`src/rtl/hazard_stall_ctrl_if.sv`:
```
// Hazard/stall controller bundle: pipeline hazard inputs and stall/flush controls.
// The slave modport is the controller side, the master modport is the pipeline side.
interface hazard_stall_ctrl_if;
    logic [4:0] IF_ID_RsAddr_i;
    logic [4:0] IF_ID_RtAddr_i;
    logic       ID_EX_MemRead_i;
    logic [4:0] ID_EX_RtAddr_i;
    logic       ID_EX_MulDiv_i;
    logic       ID_EX_IsDiv_i;
    logic       EX_BranchTaken_i;
    logic       PC_Write_o;
    logic       IF_ID_Write_o;
    logic       ID_EX_Write_o;
    logic       IF_ID_Flush_o;
    logic       ID_EX_Flush_o;
    logic       EX_MEM_Flush_o;
    logic       MulDiv_Busy_o;
    logic       MulDiv_Done_o;

    modport slave (
        input  IF_ID_RsAddr_i, IF_ID_RtAddr_i, ID_EX_MemRead_i, ID_EX_RtAddr_i,
        input  ID_EX_MulDiv_i, ID_EX_IsDiv_i, EX_BranchTaken_i,
        output PC_Write_o, IF_ID_Write_o, ID_EX_Write_o,
        output IF_ID_Flush_o, ID_EX_Flush_o, EX_MEM_Flush_o,
        output MulDiv_Busy_o, MulDiv_Done_o
    );

    modport master (
        output IF_ID_RsAddr_i, IF_ID_RtAddr_i, ID_EX_MemRead_i, ID_EX_RtAddr_i,
        output ID_EX_MulDiv_i, ID_EX_IsDiv_i, EX_BranchTaken_i,
        input  PC_Write_o, IF_ID_Write_o, ID_EX_Write_o,
        input  IF_ID_Flush_o, ID_EX_Flush_o, EX_MEM_Flush_o,
        input  MulDiv_Busy_o, MulDiv_Done_o
    );
endinterface

```
`src/rtl/hazard_stall_ctrl.sv`:
```
// Pipeline hazard controller: load-use interlock, taken-branch flush, MUL/DIV EX occupancy.
// Define HAZARD_STALL_STATS_EN to add saturating load-use / hold / flush event counters.
module hazard_stall_ctrl #(
    parameter int unsigned MUL_LAT = 3,
    parameter int unsigned DIV_LAT = 8
) (
    input  logic                clk_i,
    input  logic                rst_i,
    hazard_stall_ctrl_if.slave  hz
`ifdef HAZARD_STALL_STATS_EN
    ,
    output logic [31:0]         Stat_LoadUse_o,
    output logic [31:0]         Stat_MulDivHold_o,
    output logic [31:0]         Stat_Flush_o
`endif
);

    typedef enum logic {StIdle, StMdBusy} state_e;

    state_e     stateQ, stateD;
    logic [4:0] cntQ, cntD;
    logic [5:0] lat;
    logic       startOp;
    logic       hold;
    logic       luse;
    logic       branch;
    logic       luseApplied;
    logic       flushApplied;

    always_ff @(posedge clk_i or posedge rst_i) begin
        if (rst_i) begin
            stateQ <= StIdle;
            cntQ   <= '0;
        end else begin
            stateQ <= stateD;
            cntQ   <= cntD;
        end
    end

    always_comb begin
        lat     = hz.ID_EX_IsDiv_i ? 6'(DIV_LAT) : 6'(MUL_LAT);
        startOp = (stateQ == StIdle) && hz.ID_EX_MulDiv_i && (lat >= 6'd2);
        hold    = !rst_i && (startOp || ((stateQ == StMdBusy) && (cntQ != 5'd0)));
        luse    = hz.ID_EX_MemRead_i && (hz.ID_EX_RtAddr_i != 5'd0) &&
                  ((hz.ID_EX_RtAddr_i == hz.IF_ID_RsAddr_i) ||
                   (hz.ID_EX_RtAddr_i == hz.IF_ID_RtAddr_i));
        branch  = hz.EX_BranchTaken_i;
        flushApplied = !rst_i && !hold && branch;
        luseApplied  = !rst_i && !hold && !branch && luse;

        stateD = stateQ;
        cntD   = cntQ;
        unique case (stateQ)
            StIdle: begin
                if (startOp) begin
                    cntD   = 5'(lat - 6'd2);
                    stateD = StMdBusy;
                end
            end
            StMdBusy: begin
                // A MUL/DIV still in EX on the Done cycle is not a new start.
                if (cntQ != 5'd0) cntD = cntQ - 5'd1;
                else              stateD = StIdle;
            end
            default: stateD = StIdle;
        endcase
    end

    always_comb begin
        hz.PC_Write_o     = 1'b1;
        hz.IF_ID_Write_o  = 1'b1;
        hz.ID_EX_Write_o  = 1'b1;
        hz.IF_ID_Flush_o  = 1'b0;
        hz.ID_EX_Flush_o  = 1'b0;
        hz.EX_MEM_Flush_o = 1'b0;
        hz.MulDiv_Busy_o  = 1'b0;
        hz.MulDiv_Done_o  = 1'b0;
        if (!rst_i) begin
            hz.MulDiv_Busy_o = (stateQ == StMdBusy);
            hz.MulDiv_Done_o = ((stateQ == StIdle) && hz.ID_EX_MulDiv_i && (lat == 6'd1)) ||
                               ((stateQ == StMdBusy) && (cntQ == 5'd0));
            if (hold) begin
                hz.PC_Write_o     = 1'b0;
                hz.IF_ID_Write_o  = 1'b0;
                hz.ID_EX_Write_o  = 1'b0;
                hz.EX_MEM_Flush_o = 1'b1;
            end else if (branch) begin
                hz.IF_ID_Flush_o = 1'b1;
                hz.ID_EX_Flush_o = 1'b1;
            end else if (luse) begin
                hz.PC_Write_o    = 1'b0;
                hz.IF_ID_Write_o = 1'b0;
                hz.ID_EX_Flush_o = 1'b1;
            end
        end
    end

`ifdef HAZARD_STALL_STATS_EN
    logic [31:0] statLuseQ, statHoldQ, statFlushQ;

    always_ff @(posedge clk_i or posedge rst_i) begin
        if (rst_i) begin
            statLuseQ  <= '0;
            statHoldQ  <= '0;
            statFlushQ <= '0;
        end else begin
            if (luseApplied && (statLuseQ != '1))   statLuseQ  <= statLuseQ + 32'd1;
            if (hold && (statHoldQ != '1))          statHoldQ  <= statHoldQ + 32'd1;
            if (flushApplied && (statFlushQ != '1)) statFlushQ <= statFlushQ + 32'd1;
        end
    end

    assign Stat_LoadUse_o    = statLuseQ;
    assign Stat_MulDivHold_o = statHoldQ;
    assign Stat_Flush_o      = statFlushQ;
`else
    logic unusedStats;
    assign unusedStats = luseApplied ^ flushApplied;
`endif

endmodule

```
`src/flat_wrapper.sv`:
```
// flat-port wrapper written by rule: the top's interface ports become plain ports
module hazard_stall_ctrl_flat 
#(
    parameter int unsigned MUL_LAT = 3,
    parameter int unsigned DIV_LAT = 8
)
  (clk_i, rst_i, hz_IF_ID_RsAddr_i, hz_IF_ID_RtAddr_i, hz_ID_EX_MemRead_i, hz_ID_EX_RtAddr_i, hz_ID_EX_MulDiv_i, hz_ID_EX_IsDiv_i, hz_EX_BranchTaken_i, hz_PC_Write_o, hz_IF_ID_Write_o, hz_ID_EX_Write_o, hz_IF_ID_Flush_o, hz_ID_EX_Flush_o, hz_EX_MEM_Flush_o, hz_MulDiv_Busy_o, hz_MulDiv_Done_o);
  hazard_stall_ctrl_if hz_i ();
  input  logic clk_i;
  input  logic rst_i;
  input wire logic [$bits(hz_i.IF_ID_RsAddr_i)-1:0] hz_IF_ID_RsAddr_i;
  input wire logic [$bits(hz_i.IF_ID_RtAddr_i)-1:0] hz_IF_ID_RtAddr_i;
  input wire logic [$bits(hz_i.ID_EX_MemRead_i)-1:0] hz_ID_EX_MemRead_i;
  input wire logic [$bits(hz_i.ID_EX_RtAddr_i)-1:0] hz_ID_EX_RtAddr_i;
  input wire logic [$bits(hz_i.ID_EX_MulDiv_i)-1:0] hz_ID_EX_MulDiv_i;
  input wire logic [$bits(hz_i.ID_EX_IsDiv_i)-1:0] hz_ID_EX_IsDiv_i;
  input wire logic [$bits(hz_i.EX_BranchTaken_i)-1:0] hz_EX_BranchTaken_i;
  output wire logic [$bits(hz_i.PC_Write_o)-1:0] hz_PC_Write_o;
  output wire logic [$bits(hz_i.IF_ID_Write_o)-1:0] hz_IF_ID_Write_o;
  output wire logic [$bits(hz_i.ID_EX_Write_o)-1:0] hz_ID_EX_Write_o;
  output wire logic [$bits(hz_i.IF_ID_Flush_o)-1:0] hz_IF_ID_Flush_o;
  output wire logic [$bits(hz_i.ID_EX_Flush_o)-1:0] hz_ID_EX_Flush_o;
  output wire logic [$bits(hz_i.EX_MEM_Flush_o)-1:0] hz_EX_MEM_Flush_o;
  output wire logic [$bits(hz_i.MulDiv_Busy_o)-1:0] hz_MulDiv_Busy_o;
  output wire logic [$bits(hz_i.MulDiv_Done_o)-1:0] hz_MulDiv_Done_o;
  assign hz_i.IF_ID_RsAddr_i = hz_IF_ID_RsAddr_i;
  assign hz_i.IF_ID_RtAddr_i = hz_IF_ID_RtAddr_i;
  assign hz_i.ID_EX_MemRead_i = hz_ID_EX_MemRead_i;
  assign hz_i.ID_EX_RtAddr_i = hz_ID_EX_RtAddr_i;
  assign hz_i.ID_EX_MulDiv_i = hz_ID_EX_MulDiv_i;
  assign hz_i.ID_EX_IsDiv_i = hz_ID_EX_IsDiv_i;
  assign hz_i.EX_BranchTaken_i = hz_EX_BranchTaken_i;
  assign hz_PC_Write_o = hz_i.PC_Write_o;
  assign hz_IF_ID_Write_o = hz_i.IF_ID_Write_o;
  assign hz_ID_EX_Write_o = hz_i.ID_EX_Write_o;
  assign hz_IF_ID_Flush_o = hz_i.IF_ID_Flush_o;
  assign hz_ID_EX_Flush_o = hz_i.ID_EX_Flush_o;
  assign hz_EX_MEM_Flush_o = hz_i.EX_MEM_Flush_o;
  assign hz_MulDiv_Busy_o = hz_i.MulDiv_Busy_o;
  assign hz_MulDiv_Done_o = hz_i.MulDiv_Done_o;
  hazard_stall_ctrl #(.MUL_LAT(MUL_LAT), .DIV_LAT(DIV_LAT)) u_core (.clk_i(clk_i), .rst_i(rst_i), .hz(hz_i));
endmodule
```
`config.mk`:
```
export PLATFORM = sky130hd
export DESIGN_NAME = hazard_stall_ctrl_flat
export DESIGN_NICKNAME = d
export VERILOG_FILES = /design/src/rtl/hazard_stall_ctrl_if.sv /design/src/rtl/hazard_stall_ctrl.sv /design/src/flat_wrapper.sv
export SDC_FILE = /design/constraint.sdc
export NUM_CORES = 1
export LEC_CHECK = 0
export ABC_AREA = 1
export CORE_MARGIN = 2
export CORE_UTILIZATION = 42
export CTS_CLUSTER_SIZE = 25
export DETAILED_ROUTE_END_ITERATION = 12
export PLACE_DENSITY = 0.84
export RECOVER_POWER = 25
export SYNTH_ARGS = -nofsm -noshare
export SYNTH_HDL_FRONTEND = slang
export SYNTH_SLANG_ARGS = --single-unit
```
`constraint.sdc`:
```
create_clock -name clk_i -period 3.5 [get_ports clk_i]
set_input_delay 0.875 -clock clk_i [delete_from_list [all_inputs] [get_ports clk_i]]
set_output_delay 0.875 -clock clk_i [all_outputs]
set_load 0.02 [all_outputs]
```
Word-level counts from Yosys, hierarchy flattened:

Cells that the tools add are included.

* register bits: 6
* logic and storage cells: 51

* $add $sub $neg: 2
* $lt $le $gt $ge: 1
* equal/unequal tests: 5
* multiplexer cells: 24
* bitwise operators: 1
* reduce and logical (&&, ||, !) cells: 16

Operators with widths (number)
* $mux W1: 19
* $eq A5 B5 Y1: 2
* $mux W5: 2
* $pmux W5 S2: 1
* $reduce_bool A5 Y1: 2
* $logic_and A1 B1 Y1: 8
* $eq A6 B1 Y1 const B: 1
* $ge A6 B2 Y1 const B: 1
* $logic_not A5 Y1: 1
* $sub A5 B1 Y5 const B: 1
* $sub A5 B2 Y5 const B: 1
* $mux W4: 1
* $logic_or A1 B1 Y1: 3
* $ne A2 B1 Y1 const B: 1
* $ne A2 B2 Y1 const B: 1
* $pmux W1 S2: 1
* $reduce_and A2 Y1: 1
* $logic_not A1 Y1: 1
* $not A1 Y1: 1

Logic depth before layout (Yosys ltp):

Gate-level depths: netlist of run 1.

* depth after elaboration: 7
* mapped depth: 10
* mapped depth without buffers: 9

Worst setup path after synthesis of run 1:

OpenSTA, ideal clock, no wires.

* path type: in2out
* start: in hz_ID_EX_RtAddr_i[2]
* end: out hz_PC_Write_o
* arrival: 1.657 ns
* data required time: 2.625 ns
* setup slack: 0.968 ns
* stages on the path: 8
* buffers on the path: 1
* cell sequence: inv_1 -> nand4_1 -> o21ai_0 -> inv_1 -> nand3_1 -> nand2_1 -> inv_1 -> buf_4

* word-level cells in the longest chain between the ends: 7
* elaborated cells on any way between the ends: 10

Ends and longest elaborated chain
* start: declaration: line flat_wrapper.sv:14 `input wire logic [$bits(hz_i.ID_EX_RtAddr_i)-1:0] hz_ID_EX_RtAddr_i;`
* $eq A5 B5 Y1 (tied with other cells): line hazard_stall_ctrl.sv:45 `((hz.ID_EX_RtAddr_i == hz.IF_ID_RsAddr_i) ||`
* $logic_or A1 B1 Y1 or $logic_and A1 B1 Y1 (tied branches): line hazard_stall_ctrl.sv:45, hazard_stall_ctrl.sv:44
* $logic_and A1 B1 Y1 *: line hazard_stall_ctrl.sv:44 `luse = hz.ID_EX_MemRead_i && (hz.ID_EX_RtAddr_i != 5'd0) &&`
* $mux W1 * (4 in a row)
* end: declaration: line flat_wrapper.sv:18 `output wire logic [$bits(hz_i.PC_Write_o)-1:0] hz_PC_Write_o;`

Mark *: on every way between the ends. The rest lies on a longest branch, timed or not.

Final worst setup path of run 1:

* start: in rst_i
* end: out hz_IF_ID_Flush_o

* word-level cells in the longest chain between the ends: 4

Ends and longest elaborated chain
* start: declaration: line flat_wrapper.sv:10 `input logic rst_i;`
* $logic_not A1 Y1: line hazard_stall_ctrl.sv:43 `hold = !rst_i && (startOp || ((stateQ == StMdBusy) && (cntQ != 5'd0)));`
* $logic_and A1 B1 Y1: line hazard_stall_ctrl.sv:43
* $mux W1: line hazard_stall_ctrl.sv:82 `if (hold) begin`
* $mux W1 *: line hazard_stall_ctrl.sv:78 `if (!rst_i) begin`
* end: declaration: line flat_wrapper.sv:21 `output wire logic [$bits(hz_i.IF_ID_Flush_o)-1:0] hz_IF_ID_Flush_o;`

Marked as above.

==> results of run 1 <==
[metrics by stage]
stage / power [W] / utilization (%) / area (sq um)
final: 0.000500 / 70.9 / 922
after global placement: 0.000433 / 68.8 / 896
after floorplan: 0.000335 / - / 589
after global routing: 0.000549 / 70.9 / 922
after CTS: 0.000507 / 70.6 / 918
after detailed placement: 0.000441 / 68.8 / 896
[flip-flops by register name (all words and copies together) (netlist names)]
name           count
u_core.cntQ        5
u_core.stateQ      1
[worst register-to-register path: stages (launching register included)]
cell and delay, ns:
dfrtp_1 0.38, inv_1 0.09, ha_1 0.21, nand3_2 0.13, o21ai_4 0.17, nand2_4 0.11, nand3_2 0.08, nand2_1 0.04
a21oi_1 0.12
[what timing repair did]
item / CTS / global route
hold buffers: 0 / 0
buffers inserted: 0 / 0
setup endpoints to repair: 0 / 3
resized for setup: 0 / 3
[cell families after synthesis]
kind of cell,count (synthesis),share of synthesized area [%]
xor gates and xnor gates,2,2.97
and+or+nand+nor,53,39.9
AOI/OAI and AO/OA,11,12.3
DFF,6,25.5
buffers and inverters,26,17.2
adders and majority gates,1,2.12
[layout make-up]
cell class / instances / area [sq um]
multi-input combinational: 67 / 338
tap: 15 / 18.8
timing repair buffer: 30 / 299
sequential: 6 / 150
fill: 118 / 379
clock buffer: 3 / 22.5
inverter: 25 / 93.8
[metal layers]
layer	wire, um	share of wire (%)	track usage [%]
met5	0	0	0
met4	0	0	0
met2	596	43	29.4
met3	131	9.4	6.52
met1	672	48	23.4
[power by group through the flow]
stage	combinational [W]	clock, W	sequential [W]
after floorplan	0.000215	0	0.000119
after global placement	0.000309	0	0.000124
after detailed placement	0.000317	0	0.000124
after CTS	0.000318	0.0000653	0.000124
after global routing	0.000353	0.0000692	0.000127
final	0.000312	0.0000639	0.000123
[path summary, 6_finish.rpt]
check | end | start | slack [ns]
worst max-delay path | hz_IF_ID_Flush_o | rst_i | 0.25
worst min-delay path | u_core.cntQ[3] | u_core.cntQ[3] | 0.56
worst max register to register | u_core.cntQ[3] | u_core.cntQ[0] | 2.07
worst min register to register | u_core.cntQ[3] | u_core.cntQ[3] | 0.56
max in group asynchronous | u_core.cntQ[1] | rst_i | 2.20
min in group asynchronous | u_core.cntQ[2] | rst_i | 0.91
[layout by cell type (no fill, tap or decap)]
cell type / count
clkdlybuf4s50_1: 25
nand2_2: 2
nand3_2: 2
clkbuf_1: 1
o21ai_0: 3
ha_1: 1
dlymetal6s2s_1: 3
dfrtp_1: 6
o21ai_4: 1
nand4_1: 1
o211ai_1: 2
inv_2: 2
a31oi_1: 1
nor3_1: 1
clkbuf_4: 3
nand3_1: 4
xnor2_1: 2
nor2_1: 12
inv_1: 23
nor4_1: 1
buf_4: 1
nand2_4: 1
nand2_1: 29
a21oi_1: 2
o21ai_1: 2
==> flow_summary.json, run 1 <==
{
  "power_leakage_nw": 0.523,
  "internal_power_w": 0.000273,
  "drcViolationCount": 0,
  "slew_viol_final": 0,
  "rows": 13,
  "clkPwrFrac_pct": 12.8,
  "synthTopCellsByArea": "dfrtp_1, nand2_1, inv_1, nor2_1, nand3_1",
  "crit_path_frequent_cell": "clkdlybuf4s50_1",
  "synthCells": 99,
  "ys_ff_latch": 6,
  "combPwrFrac_pct": 62.5,
  "status": "complete, no violations",
  "clock-sinks": 6,
  "start_util_pct": 45.3,
  "min_period_ns": 3.25,
  "synth_area_sq_um": 589,
  "htreeDepth": 1,
  "ys.flop_type": "dfrtp_1",
  "grt_pass1_wl_mm": 2.44,
  "final.setup_skew_ns": 0.0106,
  "holdWs_ns": 0.560,
  "critical-path-slowest-cell": "clkdlybuf4s50_1",
  "insertion_delay_ns": 0.25,
  "crit_path_end_kind": "primary output",
  "coreArea_sq_um": 1300,
  "rr_worst_depth": 8,
  "cts.path.max_buffers": 2,
  "grt.total_usage_pct": 17.7,
  "post-route-period-util_pct": 93.0,
  "sw_frac_of_total_pct": 45.3,
  "arrival_ns": 2.38,
  "antenna_left": 0,
  "vias_per_cell": 4.66,
  "max_stage_delay_ns": 0.63,
  "wirelength_mm": 1.40,
  "worstMarginPinSlew_ns": 0.297,
  "required_ns": 2.62,
  "synth_commonest_cells": "nand2_1, inv_1, nor2_1, dfrtp_1, nand3_1",
  "hpwl_mm": 1.19,
  "p_per_area_nw_per_um2": 542,
  "finalNonFillerCells": 146,
  "final_hold_viol_count": 0,
  "nets": 155,
  "drive_above_1_share_pct": 9.16,
  "path_buf_inv": 3,
  "relSlewSlack_pct": 80.0,
  "vias": 680,
  "gp_congestion": 0.816,
  "fp.dieH_um": 41.5,
  "grt-ovfl-total": 0,
  "synth_top_cell_by_area": "dfrtp_1",
  "criticalPathCategory": "in -> out",
  "synth.net_count": 121,
  "min_path_type": "reg -> reg",
  "rsz0062_at_grt": "no",
  "dp_slack_ns": 0.0213,
  "setup-violations-final": 0,
  "first_pass_iters": 6,
  "io_pins": 29,
  "antenna_found_initial": 0,
  "dieWidth_um": 41.5,
  "die_area_sq_um": 1720,
  "max_freq_ghz": 0.307,
  "synth.distinct_cells": 21,
  "synth_top_area_share_pct": 25.5,
  "dr.first_iter.drc_count": 15,
  "synth_edf_count": 0,
  "peakVddDrop_uv": 425,
  "timing.max_cap.violations": 0,
  "crit_path_start_kind": "primary input",
  "io_buffers": 28,
  "crit_cells": 5,
  "place_inst": 143,
  "crit_family": "buffers and inverters",
  "finalSetupTns_ns": 0,
  "wl_per_cell_um": 9.58,
  "path_cells": "clkdlybuf4s50_1 > inv_1 > nand3_1 > nor2_1 > clkdlybuf4s50_1",
  "cts_buffers": 3,
  "cts_tree": "yes",
  "syn_avg_cell_area_sq_um": 5.95,
  "whs_path_depth": 3,
  "synthArstFlopShare_pct": 100,
  "setup_slack_ns": 0.246,
  "yosys_warnings": 0,
  "diodes": 0,
  "clk_pin_slew_ns": 0.04,
  "seqPwrFrac_pct": 24.7,
  "p_sw_w": 0.000226,
  "yosysSeqAreaShare_pct": 25.5,
  "syn_to_final_growth_pct": 56.5,
  "cp_max_fo": 5,
  "yosysMostFrequentCell": "nand2_1",
  "root_buffer": "clkbuf_4",
  "grt_pass1_vias": 618,
  "grt_max_degree": 11
}
Note: power is estimated with default switching activity, not from simulation.
==> run 2, diff against run 1 <==
Settings changed: MAX_ROUTING_LAYER from default to met4, SETUP_SLACK_MARGIN from default to 0.4.
==> run 2 against run 1 <==
Net effect:
- non-clock buffer count stayed put
- critical path depth stayed put
- sequential cell count did not move
- sequential power hardly changed
- hold slack better by 0.0038 ns
- final area decreased by 0.41%
- first-iteration DRC count shrank 27%
- sequential share of layout area rose by 0.067 points
- combinational power shrank 5%
==> flow_summary.json, run 2 (synthesis gave the netlist of run 1 again) <==
{
  "status": "complete, no violations",
  "dieWidth_um": 41.5,
  "grt-ovfl-total": 0,
  "wl_per_cell_um": 9.85,
  "rows": 13,
  "io_buffers": 28,
  "r2r-end": "u_core.cntQ[3]",
  "final_cell_mix": "nand2_1, inv_1, clkdlybuf4s50_1",
  "diodes": 0,
  "p_per_area_nw_per_um2": 525,
  "rr_worst_depth": 8,
  "setup_slack_ns": 0.428,
  "grt.total_usage_pct": 18.2,
  "reg.largest.list": "u_core.cntQ: 5 flops, u_core.stateQ: 1 flops",
  "top_register": "u_core.cntQ",
  "io_pins": 29,
  "first_pass_iters": 4,
  "finalNonFillerCells": 146,
  "timing.rr.start": "u_core.cntQ[0]",
  "whs_path_depth": 3,
  "vias_per_cell": 4.55,
  "arrival_ns": 2.20,
  "peakVddDrop_uv": 420,
  "required_ns": 2.62,
  "die_area_sq_um": 1720,
  "nets": 155,
  "max_freq_ghz": 0.326,
  "criticalPathCategory": "in -> out",
  "antenna_found_initial": 0,
  "post-route-period-util_pct": 87.8,
  "cts.path.max_buffers": 2,
  "insertion_delay_ns": 0.25,
  "min_path_type": "reg -> reg",
  "dp_slack_ns": 0.0213,
  "root_buffer": "clkbuf_4",
  "hp-start": "u_core.cntQ[3]",
  "hold_end": "u_core.cntQ[3]",
  "grt_pass1_wl_mm": 2.44,
  "fp.dieH_um": 41.5,
  "final_hold_viol_count": 0,
  "min_period_ns": 3.07,
  "cp_max_fo": 5,
  "relSlewSlack_pct": 79.1,
  "coreArea_sq_um": 1300,
  "htreeDepth": 1,
  "layout_commonest_cell": "nand2_1",
  "gp_congestion": 0.828,
  "rsz0062_at_grt": "no",
  "crit_path_end_kind": "primary output",
  "crit_path_start_kind": "primary input",
  "start_util_pct": 45.3,
  "n_fill_cell": 123,
  "clk_pin_slew_ns": 0.04,
  "clock-sinks": 6,
  "largest_reg_flops": 5,
  "grt_max_degree": 11,
  "timing.max_cap.violations": 0,
  "slew_viol_final": 0,
  "vias": 665,
  "grt_pass1_vias": 612,
  "setup-violations-final": 0,
  "wirelength_mm": 1.44,
  "syn_to_final_growth_pct": 55.8,
  "worstMarginPinSlew_ns": 0.311,
  "dr.first_iter.drc_count": 11,
  "finalSetupTns_ns": 0,
  "postCtsSetupBuffers": 0,
  "r2r_slack_ns": 2.08,
  "cts_tree": "yes",
  "final.setup_skew_ns": 0.00970,
  "place_inst": 143,
  "drcViolationCount": 0,
  "power_leakage_nw": 0.563,
  "drive_above_1_share_pct": 13.0,
  "cts_buffers": 3,
  "hpwl_mm": 1.19,
  "antenna_left": 0
}
-- run 2: changes by cell type in the layout (fill, tap and decap cells not counted), sizes merged --
cell and change:
clkdlybuf4s50 -12, dlygate4sd2 +5, buf +3, dlymetal6s2s +3
dlygate4sd3 +1
-- run 2: through the flow --
stage	area, sq um	utilization [%]	total power, W	hold slack [ns]
floorplan	589	-	0.000335	0.516
global placement	896	68.8	0.000433	0.538
detailed placement	896	68.8	0.000441	0.551
CTS	901	69.2	0.000487	0.566
global route	918	70.6	0.000532	0.596
finish	918	70.6	0.000482	0.564
-- run 2: how the worst max path moves through the flow --
stage,cells past startpoint,startpoint,to,slack (ns)
2_1_floorplan,8,hz_ID_EX_RtAddr_i[2],hz_PC_Write_o,0.97
3_3_place_gp,10,hz_ID_EX_RtAddr_i[3],hz_ID_EX_Flush_o,0.03
3_5_place_dp,10,hz_ID_EX_RtAddr_i[3],hz_ID_EX_Flush_o,0.02
4_1_cts,10,hz_ID_EX_RtAddr_i[1],hz_ID_EX_Flush_o,0.29
5_1_grt,5,rst_i,hz_IF_ID_Flush_o,0.34
6_report,5,rst_i,hz_IF_ID_Flush_o,0.43
-- run 2: worst max-delay path: stages --
cell and delay, ns:
dlygate4sd3_1 0.58, inv_1 0.17, nand3_1 0.12, nor2_1 0.09, dlygate4sd2_1 0.35
-- run 2: repair_timing --
action,4_1_cts,5_1_grt
cloned,0,0
setup endpoints to repair,7,3
pin swaps,0,3
hold buffers,0,0
gates resized for setup,14,12
hold endpoints to repair,0,0
-- run 2: final cells by class --
type                            instances  area, sq um  area share (%)
Clock buffer                            3         22.5            2.45
Tap cell                               15         18.8            2.04
Multi-Input combinational cell         67          345            37.6
Inverter                               25         93.8            10.2
Timing Repair Buffer                   30          288            31.3
Sequential cell                         6          150            16.3
-- run 2: per-layer routing --
layer | global-route usage [%] | vias up | part of all wire, %
met1 | 23.4 | 280 | 50
met3 | 6.52 | 0 | 7.4
met4 | 0 | 0 | 0
met5 | - | - | 0
li1 | - | 364 | -
met2 | 29.4 | 21 | 43
-- run 2: power by group --
group / leakage (nW) / switching (W) / internal, W
registers: 0.0732 / 0.0000233 / 0.000100
clock network: 0.0138 / 0.0000248 / 0.0000388
logic: 0.476 / 0.000177 / 0.000117
==> run 3, diff against run 2 <==
Settings changed: HOLD_SLACK_MARGIN from default to 0.08.
==> results of run 3 <==
Same layout as run 2: the final DEF is identical, and so are final timing and power.
